File: src/rtl/sram_sched.sv
// Memory scheduler: buffers host commands in a 2-deep FIFO, launches dpu operations and
// shares the single SRAM port round-robin between host accesses and dpu requests.
module sram_sched (
  input  logic        clk,
  input  logic        rst,
  input  logic        host_valid,
  output logic        host_ready,
  input  logic [7:0]  host_cmd,
  input  logic        host_we,
  input  logic [31:0] host_wdata,
  output logic        host_rvalid,
  output logic [31:0] host_rdata,
  output logic        busy,
  output logic        dpu_load_cmd,
  output logic [7:0]  nxt_cmd,
  output logic        requst_valid,
  output logic [31:0] sram_data_read,
  input  logic        read_requst,
  input  logic        send_request,
  input  logic [4:0]  sram_addr,
  input  logic [31:0] sram_data_out,
  output logic        mem_en,
  output logic        mem_we,
  output logic [4:0]  mem_addr,
  output logic [31:0] mem_wdata,
  input  logic [31:0] mem_rdata
);

  typedef enum logic {GRANT_HOST = 1'b0, GRANT_DPU = 1'b1} grant_t;

  logic [7:0]  fifoCmd_q  [2];
  logic        fifoWe_q   [2];
  logic [31:0] fifoData_q [2];
  logic        rdPtr_q, rdPtr_d, wrPtr_q, wrPtr_d;
  logic [1:0]  count_q, count_d;
  logic        dpuBusy_q, dpuBusy_d;
  logic [4:0]  busyAddr_q, busyAddr_d;
  logic        dpuRdPend_q, dpuRdPend_d;
  grant_t      lastGrant_q, lastGrant_d;
  logic        hostRdPend_q, hostRdPend_d;
  logic        hostRvalid_q, hostRvalid_d;
  logic [31:0] hostRdata_q, hostRdata_d;
  logic [7:0]  nxtCmd_q, nxtCmd_d;
  logic        dpuLoad_q, dpuLoad_d;

  logic [7:0]  headCmd;
  logic        headWe;
  logic [31:0] headData;
  logic        notEmpty, dpuPop, hostReq, dpuRdReq, dpuReq;
  logic        grantDpu, grantHost, dpuWrite, push, pop;

  // Head classification and the one-grant-per-cycle round-robin arbiter.
  always_comb begin
    headCmd   = fifoCmd_q[rdPtr_q];
    headWe    = fifoWe_q[rdPtr_q];
    headData  = fifoData_q[rdPtr_q];
    notEmpty  = (count_q != 2'd0);
    dpuPop    = notEmpty & headCmd[7] & ~dpuBusy_q;
    hostReq   = notEmpty & ~headCmd[7] & ~(dpuBusy_q & (headCmd[4:0] == busyAddr_q));
    dpuRdReq  = read_requst & ~dpuRdPend_q;
    dpuReq    = dpuRdReq | send_request;
    grantDpu  = ~rst & dpuReq & (~hostReq | (lastGrant_q == GRANT_HOST));
    grantHost = ~rst & hostReq & ~grantDpu;
    dpuWrite  = grantDpu & send_request;
    push      = host_valid & host_ready;
    pop       = dpuPop | grantHost;
  end

  always_comb begin
    host_ready     = (count_q != 2'd2);
    host_rvalid    = hostRvalid_q;
    host_rdata     = hostRdata_q;
    busy           = notEmpty | dpuBusy_q | hostRdPend_q | hostRvalid_q;
    dpu_load_cmd   = dpuLoad_q;
    nxt_cmd        = nxtCmd_q;
    requst_valid   = dpuRdPend_q | dpuWrite;
    sram_data_read = dpuRdPend_q ? mem_rdata : 32'd0;
    mem_en         = grantDpu | grantHost;
    mem_we         = dpuWrite | (grantHost & headWe);
    mem_addr       = 5'd0;
    mem_wdata      = 32'd0;
    if (grantDpu) begin
      mem_addr  = sram_addr;
      mem_wdata = dpuWrite ? sram_data_out : 32'd0;
    end else if (grantHost) begin
      mem_addr  = headCmd[4:0];
      mem_wdata = headWe ? headData : 32'd0;
    end
  end

  always_comb begin
    rdPtr_d      = pop ? ~rdPtr_q : rdPtr_q;
    wrPtr_d      = push ? ~wrPtr_q : wrPtr_q;
    count_d      = count_q;
    case ({push, pop})
      2'b10:   count_d = count_q + 2'd1;
      2'b01:   count_d = count_q - 2'd1;
      default: count_d = count_q;
    endcase
    dpuBusy_d    = dpuBusy_q;
    if (dpuPop)        dpuBusy_d = 1'b1;
    else if (dpuWrite) dpuBusy_d = 1'b0;
    busyAddr_d   = dpuPop ? headCmd[4:0] : busyAddr_q;
    nxtCmd_d     = dpuPop ? headCmd : nxtCmd_q;
    dpuLoad_d    = dpuPop;
    dpuRdPend_d  = grantDpu & ~send_request;
    lastGrant_d  = lastGrant_q;
    if (grantDpu)       lastGrant_d = GRANT_DPU;
    else if (grantHost) lastGrant_d = GRANT_HOST;
    hostRdPend_d = grantHost & ~headWe;
    hostRvalid_d = hostRdPend_q;
    hostRdata_d  = hostRdPend_q ? mem_rdata : hostRdata_q;
  end

  always_ff @(posedge clk) begin
    if (rst) begin
      rdPtr_q      <= 1'b0;
      wrPtr_q      <= 1'b0;
      count_q      <= 2'd0;
      dpuBusy_q    <= 1'b0;
      busyAddr_q   <= 5'd0;
      dpuRdPend_q  <= 1'b0;
      lastGrant_q  <= GRANT_HOST;
      hostRdPend_q <= 1'b0;
      hostRvalid_q <= 1'b0;
      hostRdata_q  <= 32'd0;
      nxtCmd_q     <= 8'd0;
      dpuLoad_q    <= 1'b0;
    end else begin
      rdPtr_q      <= rdPtr_d;
      wrPtr_q      <= wrPtr_d;
      count_q      <= count_d;
      dpuBusy_q    <= dpuBusy_d;
      busyAddr_q   <= busyAddr_d;
      dpuRdPend_q  <= dpuRdPend_d;
      lastGrant_q  <= lastGrant_d;
      hostRdPend_q <= hostRdPend_d;
      hostRvalid_q <= hostRvalid_d;
      hostRdata_q  <= hostRdata_d;
      nxtCmd_q     <= nxtCmd_d;
      dpuLoad_q    <= dpuLoad_d;
    end
  end

  // Payload storage needs no reset; only the pointers and count decide validity.
  always_ff @(posedge clk) begin
    if (push) begin
      fifoCmd_q[wrPtr_q]  <= host_cmd;
      fifoWe_q[wrPtr_q]   <= host_we;
      fifoData_q[wrPtr_q] <= host_wdata;
    end
  end

endmodule

File: config.mk
export PLATFORM = sky130hd
export DESIGN_NAME = sram_sched
export DESIGN_NICKNAME = d
export VERILOG_FILES = /design/src/rtl/sram_sched.sv
export SDC_FILE = /design/constraint.sdc
export NUM_CORES = 1
export LEC_CHECK = 0
export BUFFER_PORTS_ARGS = -buffer_cell sky130_fd_sc_hd__buf_4
export CORE_ASPECT_RATIO = 0.5
export CORE_MARGIN = 3
export CORE_UTILIZATION = 30
export DETAILED_ROUTE_END_ITERATION = 7
export PLACE_DENSITY_LB_ADDON = 0.15
export SLEW_MARGIN = 10
export SYNTH_ARGS = -nofsm -noshare
export SYNTH_HDL_FRONTEND = slang
export SYNTH_SLANG_ARGS = --single-unit
export TNS_END_PERCENT = 100
File: constraint.sdc
create_clock -name clk -period 8.1 [get_ports clk]
set_input_delay 1.62 -clock clk [delete_from_list [all_inputs] [get_ports clk]]
set_output_delay 1.62 -clock clk [all_outputs]
set_load 0.1 [all_outputs]
==> results of run 1 <==
-- power groups by stage --
stage	logic (mW)	clock network (mW)	registers, mW
6_report	0.892	0.696	0.896
4_1_cts	0.905	0.722	0.900
5_1_grt	0.942	0.746	0.910
3_3_place_gp	0.898	0	0.911
2_1_floorplan	0.558	0	1.03
3_5_place_dp	0.903	0	0.914
-- worst min-delay path by stage --
stage,from,to
after floorplan,count_q[1],count_q[1]
after global placement,nxt_cmd[7],nxt_cmd[7]
after detailed placement,host_rdata[18],host_rdata[18]
after CTS,host_rdata[20],host_rdata[20]
after global routing,host_rdata[11],host_rdata[11]
final,host_rdata[20],host_rdata[20]
-- flip-flops by register name, summed over array words and instances (netlist names), named ones only --
name,cells
busyAddr_q,4
count_q,2
dpuBusy_q,1
dpuRdPend_q,1
dpu_load_cmd,1
fifoCmd_q,16
fifoData_q,64
fifoWe_q,2
hostRdPend_q,1
host_rdata,32
host_rvalid,1
lastGrant_q,1
nxt_cmd,4
rdPtr_q,1
wrPtr_q,1
-- layout by cell type, fill, tap and decap left out, types with 3 or more instances in the layout --
master      count
clkinv_2        3
nor2b_1         4
mux2i_1        72
nand2_1         3
o2bb2ai_1      32
clkbuf_16      17
nor2_1         47
nand2b_1        5
and2_1         33
a211oi_1        8
o22ai_1         6
a21oi_1         5
clkinvlp_4      7
inv_1           8
buf_4         234
o21ai_0         4
xor2_1          7
dfxtp_1        49
inv_6           4
edfxtp_1       82
-- area by class of cell --
type,count,area (µm²)
Inverter,8,30.0
Sequential cell,133,3490
Fill cell,1675,9680
Clock buffer,18,439
Clock inverter,14,103
Timing Repair Buffer,234,1760
Multi-Input combinational cell,249,1870
Tap cell,234,293
-- critical path, cell delays in order (launching register included) --
cell and delay, ns:
dfxtp_2 0.90, mux2i_1 0.45, xor2_1 0.27, nand2_1 0.20, o31ai_4 0.75, buf_4 0.39, o2bb2ai_1 0.15, buf_4 0.31
-- metal layers --
metal,part of all wire (%),global-route usage [%]
met1,44,16.7
met2,48,22.2
met3,6.4,4.59
met4,0.95,4.56
met5,0,0
-- logic make-up (layout without fill, tap and decap cells) --
logic type | after synthesis | after routing | synth area share [%]
fa+ha+maj | 1 | 1 | 0.227
mux | 75 | 75 | 13.9
buf+inv | 33 | 274 | 3.02
compound gates | 62 | 62 | 8.82
xor+xnor | 8 | 8 | 1.27
simple gates | 103 | 103 | 9.42
flops | 133 | 133 | 63.3
-- through the flow --
step	setup slack [ns]	area [µm²]	cells	hold WS [ns]
final	2.63	7980	890	0.495
after global routing	2.33	7980	890	0.517
after CTS	2.53	7980	890	0.503
after detailed placement	2.75	7430	858	0.487
after global placement	2.83	7430	858	0.455
after floorplan	2.62	5500	415	0.485
==> impl_results.md, run 1 <==
* DRT antenna net count at 0
* Vias at roughly 4k
* First DRT Iteration DRCs at approximately 120
* Worst hold path type: register to register
* Drt drc at 0
* Mapped Area at between 5000 and 6000 µm²
* Outcome: finished, final reports clean
* Crit path to: mem_wdata[6]
* # diodes at 0
* Post-synth top cells: 82 x edfxtp_1, 72 x mux2i_1, 51 x dfxtp_1, 48 x nor2_1, 33 x and2_1
* Largest net degree at the start of global routing at 57
* Final Max Tran Viols at 0
* Max Cap Viol at 0
* Mapped Cells at 415
* GP Congestion at ~0.72
* Area contributors post-synth: edfxtp_1 45%, dfxtp_1 19%, mux2i_1 13%, o2bb2ai_1 5.1%, and2_1 3.8%
* Layout net count at around 760
* H-tree Lvls at 4
* Hpwl dp at about 9700 µm
* Share of cells above drive strength 1 at a little over two fifths
* Async SR Flop Fraction at 0%
* Avg Cell Area, Syn at approximately 13 µm²
* FMAX at roughly 180 MHz
* Area fraction of the dominant cell type after synthesis at 44.8%
* PD cells at around 310 nW/µm²
* Count leader, synth: edfxtp_1
* Core area at roughly 18000 µm²
* Fin crit period at approximately 5.5 ns
* Io pins at 231
* Initial antenna violation count at 0
* Final hold viol count at 0
* CTS Hold Bufs at 0
* Grt ovf at 0
* PostCTS Resize Cnt at 0
* Number of buffers created by CTS at 17
* All-Layer GR Usage at about 13%
* Sequential fraction of the synthesis area at 63.3%
* Reg power frac at between 30% and 40%
* Worst rel slew slack at slightly below 30%
* Switch Pwr at around 1 mW
* First-pass DRT Iterations at 4
* Pint at roughly 1.5 mW
* Switching Share at 41.0%
* EDFF count, synth at between 80 and 90
* Worst-path clk slew at roughly 0.060 ns
* Yosys top cell by area: edfxtp_1
* Fin crit share at between 60% and 70%
* CP endpoint kind: output port
* Top_reg_cell synth: edfxtp_1
* Clock skew at 0.00765 ns
* Worst-Margin Slew at around 1.1 ns
* Max clock buf depth at 2
* Root buffer cell: clkbuf_16
* Vias per cell at 4.44
* Post-CTS setup buffer count at 0
* Critical path class: register to output port
* Port buffer count at 230
* Syn nets at roughly 530
* Worst R2R Path Depth at 8
* R2r setup slk at a little under 5 ns
* Area grow syn2layout at 45.0%
* Skew-Pair Late Insertion Delay at 0.41 ns
* CP Launch Type: register
* Lkg Pwr at between 3 and 4 nW
* WL/cell at around 15 µm
* Setup-failing EPs final at 0
* Clk pwr share at ~28%
* CP required at about 6.5 ns
* Seq cells post-synth at about 130
* Initial Util at 31.2%
* Die Ht at ~100 µm
* Unrepaired setup endpoints after global routing: false
* Die Wd at around 200 µm
* Combinational share of power at 35.9%
* Die area at between 20000 and 25000 µm²
* CTS tree: built
* Num rows at 34
* Worst hold path cell count at 2
* Worst VDD drop at ~0.00017 V
* Synth Warn # at 0
* Vias in the first global route at slightly below 4k
* Critical Path AT at 3.85 ns
* Synth unique cells at 35
* R2r endpoint: count_q[1]
* Final Core Density at a little under half
* Tot Pwr at about 2.5 mW
* CTS Sinks at 133
* Post-Route WL at between 10000 and 15000 µm
* First-pass GRT wire length at about 21000 µm
* Setup TNS at 0 ns
* Worst Path Max Fanout at 25
(Power assumes the default switching activity.)
==> inputs of run 2 (changes only) <==
- clock period: 8.1 -> 5.75 ns (I/O delays scaled with it)
==> impl_results.md, run 2 (same netlist as run 1, synthesis figures left out) <==
* Setup TNS at 0 ns
* Most common cell after layout, fill and taps aside: buf_4
* Worst Path Max Fanout at 30
* Hpwl dp at 9820 µm
* DRT antenna net count at 0
* Design area at 8040 µm²
* Worst R2R Path Depth at 8
* Initial Util at between 30% and 40%
* Worst hold path cell count at 2
* First-pass GRT wire length at about 21000 µm
* Skew-Pair Late Insertion Delay at about 0.4 ns
* Core area at ~18000 µm²
* Die Ht at 102 µm
* Clock skew at 0.00621 ns
* Grt ovf at 0
* Instance count on the critical path at 7
* Share of cells above drive strength 1 at a little over two fifths
* Drt drc at 0
* Die Wd at 198 µm
* Port buffer count at between 200 and 250
* Slowest-stage cell, CP: dfxtp_2
* Area grow syn2layout at 46.1%
* Largest register by flop count: fifoData_q
* Initial antenna violation count at 0
* R2r setup slk at between 2 and 3 ns
* CTS tree: built
* R2r endpoint: count_q[1]
* Final hold viol count at 0
* First DRT Iteration DRCs at 164
* WL/cell at 15.8 µm
* CTS Sinks at ~130
* Num rows at 34
* Vias at 3948
* Final Max Tran Viols at 0
* Max reg flops at 64
* Setup-failing EPs final at 0
* Outcome: finished, final reports clean
* Vias in the first global route at between 3k and 4k
* Worst path cell trace: mux2i_1, xor2_1, nand4_2, o31ai_4, buf_4, o2bb2ai_1, buf_4
* All-Layer GR Usage at between 10% and 20%
* Post-CTS setup buffer count at 0
* Io pins at 231
* Root buffer cell: clkbuf_16
* First-pass DRT Iterations at 4
* Worst-path clk slew at 0.05 ns
* Most frequent cells in the layout: 235 x buf_4, 82 x edfxtp_1, 72 x mux2i_1, 49 x dfxtp_1, 47 x nor2_1
* FMAX at between 200 and 250 MHz
* Worst hold path type: register to register
* H-tree Lvls at 4
* Fin crit period at 4.62 ns
* CTS Hold Bufs at 0
* Fin crit share at 80.3%
* PostCTS Resize Cnt at 0
* Largest net degree at the start of global routing at 57
* Vias per cell at ~4.4
* Worst-Margin Slew at between 1 and 1.5 ns
* Lkg Pwr at between 3 and 4 nW
* Worst VDD drop at between 0.0002 and 0.00025 V
* Max clock buf depth at 2
* Layout net count at 760
* GP Congestion at 0.763
* HP Start: nxt_cmd[7]
* PD cells at between 400 and 500 nW/µm²
* Hold Crit Endpoint: nxt_cmd[7]
* CP endpoint kind: output port
* Worst rel slew slack at 30.4%
* Area post-placement at around 7400 µm²
* Die area at around 20000 µm²
* CP Launch Type: register
* Max Cap Viol at 0
* Number of buffers created by CTS at 17
* Post-Route WL at approximately 14000 µm
* Worst path max stage delay at between 0.8 and 0.9 ns
* CP delay by family, top: flip-flops
* Critical path class: register to output port
* CP required at around 4.6 ns
* Critical Path AT at around 3.5 ns
* Crit-path most repeated cell: buf_4
* Unrepaired setup endpoints after global routing: false
* # diodes at 0
* CP Buf/Inv Count at 2
run 2: cell types whose count changed in the layout (fill, tap and decap cells not counted), sizes merged:
cell / change
clkinvlp: -5
bufinv: +4
inv: -4
clkbuf: +2
clkinv: +2
buf: +1
run 2: through the flow:
| stage | setup slack, ns | power [mW] | hold WS, ns | utilization [%] | std cells |
|---|---|---|---|---|---|
| global placement | 1.58 | 2.55 | 0.456 | 42.2 | 859 |
| detailed placement | 1.50 | 2.56 | 0.460 | 42.2 | 859 |
| CTS | 1.04 | 3.68 | 0.473 | 45.5 | 890 |
| floorplan | 1.21 | 2.24 | 0.485 | - | 415 |
| global route | 0.832 | 3.79 | 0.495 | 45.5 | 890 |
| finish | 1.13 | 3.63 | 0.466 | 45.5 | 890 |
run 2: layout make-up:
cell class / instances / area [µm²]
fill: 1625 / 9620
multi-input combinational: 249 / 1870
tap: 234 / 293
inverter: 8 / 30.0
timing repair buffer: 235 / 1760
clock buffer: 20 / 437
sequential: 133 / 3490
clock inverter: 11 / 159
run 2: worst register-to-register path, cell delays in order, from the launching register on:
cell and delay (ns):
dfxtp_2 0.81, mux2i_1 0.46, xor2_1 0.21, nand4_2 0.22, a211oi_1 0.47, inv_1 0.09
ha_1 0.33, or3_1 0.35, a21oi_1 0.14
run 2: worst max path at each step:
stage                   from       endpoint  slack [ns]
floorplan                rst   mem_wdata[0]        1.21
global placement    register  mem_wdata[14]        1.58
detailed placement  register  mem_wdata[14]        1.50
CTS                 register  mem_wdata[14]        1.04
global route        register  mem_wdata[15]        0.83
finish              register   mem_wdata[7]        1.13
run 2: report_power, final:
part	switching (mW)	internal, mW
clock	0.389	0.718
sequential	0.0968	1.16
combinational	0.925	0.341
total	1.41	2.22
run 2: layer usage:
layer / wire length (µm) / track usage, %
met1: 6260 / 17.3
met5: 0 / 0
met3: 953 / 4.72
met4: 69 / 4.02
met2: 6780 / 22.9
==> inputs of run 3 (changes only) <==
- clock period: 5.75 -> 4.5 ns (I/O delays scaled with it)
==> impl_results.md, run 3 (same netlist as run 1, synthesis figures left out) <==
* FMAX at 240 MHz
* Reg area at 3490 µm²
* FILL cells at approximately 1.6k
* R2r setup slk at around 1.5 ns
* CTS Hold Bufs at 0
* Largest net degree at the start of global routing at 57
* Setup-failing EPs final at 0
* Final hold viol count at 0
* Hold Crit Endpoint: nxt_cmd[7]
* Clock skew at roughly 0.0084 ns
* First DRT Iteration DRCs at between 100 and 150
* Die Wd at 198 µm
* PostCTS Resize Cnt at 0
* Met2 wire length at about 6600 µm
* Top routing layer used: met4
* Post-CTS setup buffer count at 0
* Critical Path AT at between 3 and 4 ns
* CP Launch Type: register
* Multi-input gate area at between 1500 and 2000 µm²
* Worst rel slew slack at between 30% and 40%
* Crit-path most repeated cell: buf_4
* First-pass GRT wire length at between 20000 and 25000 µm
* Share of cells above drive strength 1 at ~42%
* # diodes at 0
* Initial Util at between 30 and 40%
* Most frequent cells in the layout: 240 x buf_4, 82 x edfxtp_1, 72 x mux2i_1, 49 x dfxtp_1, 47 x nor2_1
* Worst VDD drop at between 0.0003 and 0.0004 V
* GP Congestion at between 0.7 and 0.8
* Max reg flops at 64
* Drt drc at 0
* Layout net count at 766
* Worst R2R Path Depth at 8
* Post-layout instance count excluding filler cells at approximately 900
* All-Layer GR Usage at a little over an eighth
* H-tree Lvls at 4
* Unrepaired setup endpoints after global routing: false
* PD cells at roughly 580 nW/µm²
* DRT antenna net count at 0
* Metal3 WL at about 1000 µm
* Worst-Margin Slew at approximately 1.0 ns
* CTS tree: built
* Area grow syn2layout at 47.9%
* Root buffer cell: clkbuf_16
* CP delay by family, top: compound AO/OA/AOI/OAI gates
* Number of buffers created by CTS at 17
* Worst path cell trace: mux2i_1, xor2_1, nand4_2, o21ai_2, buf_4, o2bb2ai_1, buf_4
* M1 WL at 6050 µm
* Critical path class: register to output port
* Placed Cells incl. Taps at ~860
* Port buffer count at 230
* Max Cap Viol at 0
* Outcome: finished, final reports clean
* Max clock buf depth at 2
* HP Start: nxt_cmd[7]
* Vias in the first global route at 3919
* Lkg Pwr at about 3.3 nW
* R2r endpoint: count_q[1]
* Skew-Pair Late Insertion Delay at roughly 0.41 ns
* Grt ovf at 0
* CP required at between 3 and 4 ns
* Worst Path Max Fanout at 17
* Core area at 17700 µm²
* Num rows at 34
* Worst hold path type: register to register
* Vias at roughly 4k
* Vias per cell at 4.47
* First-pass DRT Iterations at 5
* Worst hold path cell count at 2
* Initial antenna violation count at 0
* Final Max Tran Viols at 0
* Area post-placement at 7460 µm²
* CP Buf/Inv Count at 2
* Fin crit share at between 90% and 100%
* Pre-CTS WS at just under 0.6 ns
* Worst path max stage delay at approximately 0.7 ns
* WL/cell at 15.4 µm
* Worst-path clk slew at 0.06 ns
* Largest register by flop count: fifoData_q
* CTS Sinks at 133
* Setup WS post-layout at between 0.3 and 0.4 ns
* Fin crit period at between 4 and 5 ns
* Design area at slightly above 8000 µm²
* Setup TNS at 0 ns
* Hpwl dp at just under 10000 µm
* WHS at approximately 0.47 ns
* Die Ht at between 100 and 150 µm
* Die area at about 20000 µm²
* Post-Route WL at roughly 14000 µm
* Io pins at approximately 230
* Slowest-stage cell, CP: o21ai_2
* Most common cell after layout, fill and taps aside: buf_4
* CP endpoint kind: output port
==> run 3: worst max-delay path by stage <==
| stage | start | to | slack, ns | cells after the start |
|---|---|---|---|---|
| CTS | register | mem_wdata[22] | 0.13 | 7 |
| floorplan | busyAddr_q[0] | mem_addr[0] | 0.43 | 4 |
| detailed placement | rst | mem_wdata[22] | 0.58 | 6 |
| finish | register | mem_wdata[31] | 0.33 | 7 |
| global placement | rst | mem_wdata[21] | 0.64 | 6 |
| global route | register | mem_wdata[31] | 0.05 | 7 |
==> run 3: worst reg2reg max path, delay by kind of cell (launching register included) <==
kind                     cells  cell delay (ns)
multiplexers                 1             0.39
flip-flops                   1             0.60
AO/OA/AOI/OAI                2             0.66
buffers and inverters        1             0.11
XOR/XNOR                     1             0.21
AND/OR/NAND/NOR              2             0.58
adder cells (fa/ha/maj)      1             0.33
==> run 3: power by group <==
part | switching (mW) | internal [mW] | total, mW
logic | 1.21 | 0.445 | 1.66
registers | 0.0921 | 1.48 | 1.57
clock network | 0.509 | 0.983 | 1.49
==> run 3: area by class of cell <==
class                   instances  area share, %
clock inverters                13           2.51
repair buffers                241           22.4
multi-input cells             249           23.0
flip-flops and latches        133           42.8
well taps                     234           3.60
inverters                       8          0.369
clock buffers                  19           5.32
==> run 3: layer usage <==
layer	global-route usage, %	up-vias
li1	-	1996
met1	16.4	1869
met2	22.7	132
met3	5.15	15
met4	4.24	0
met5	0	-
==> run 3: metrics by stage <==
| stage | power [mW] | utilization (%) |
|---|---|---|
| 3_3_place_gp | 3.26 | 42.2 |
| 2_1_floorplan | 2.87 | - |
| 3_5_place_dp | 3.27 | 42.2 |
| 4_1_cts | 4.78 | 45.8 |
| 6_report | 4.72 | 46.1 |
| 5_1_grt | 4.93 | 46.1 |
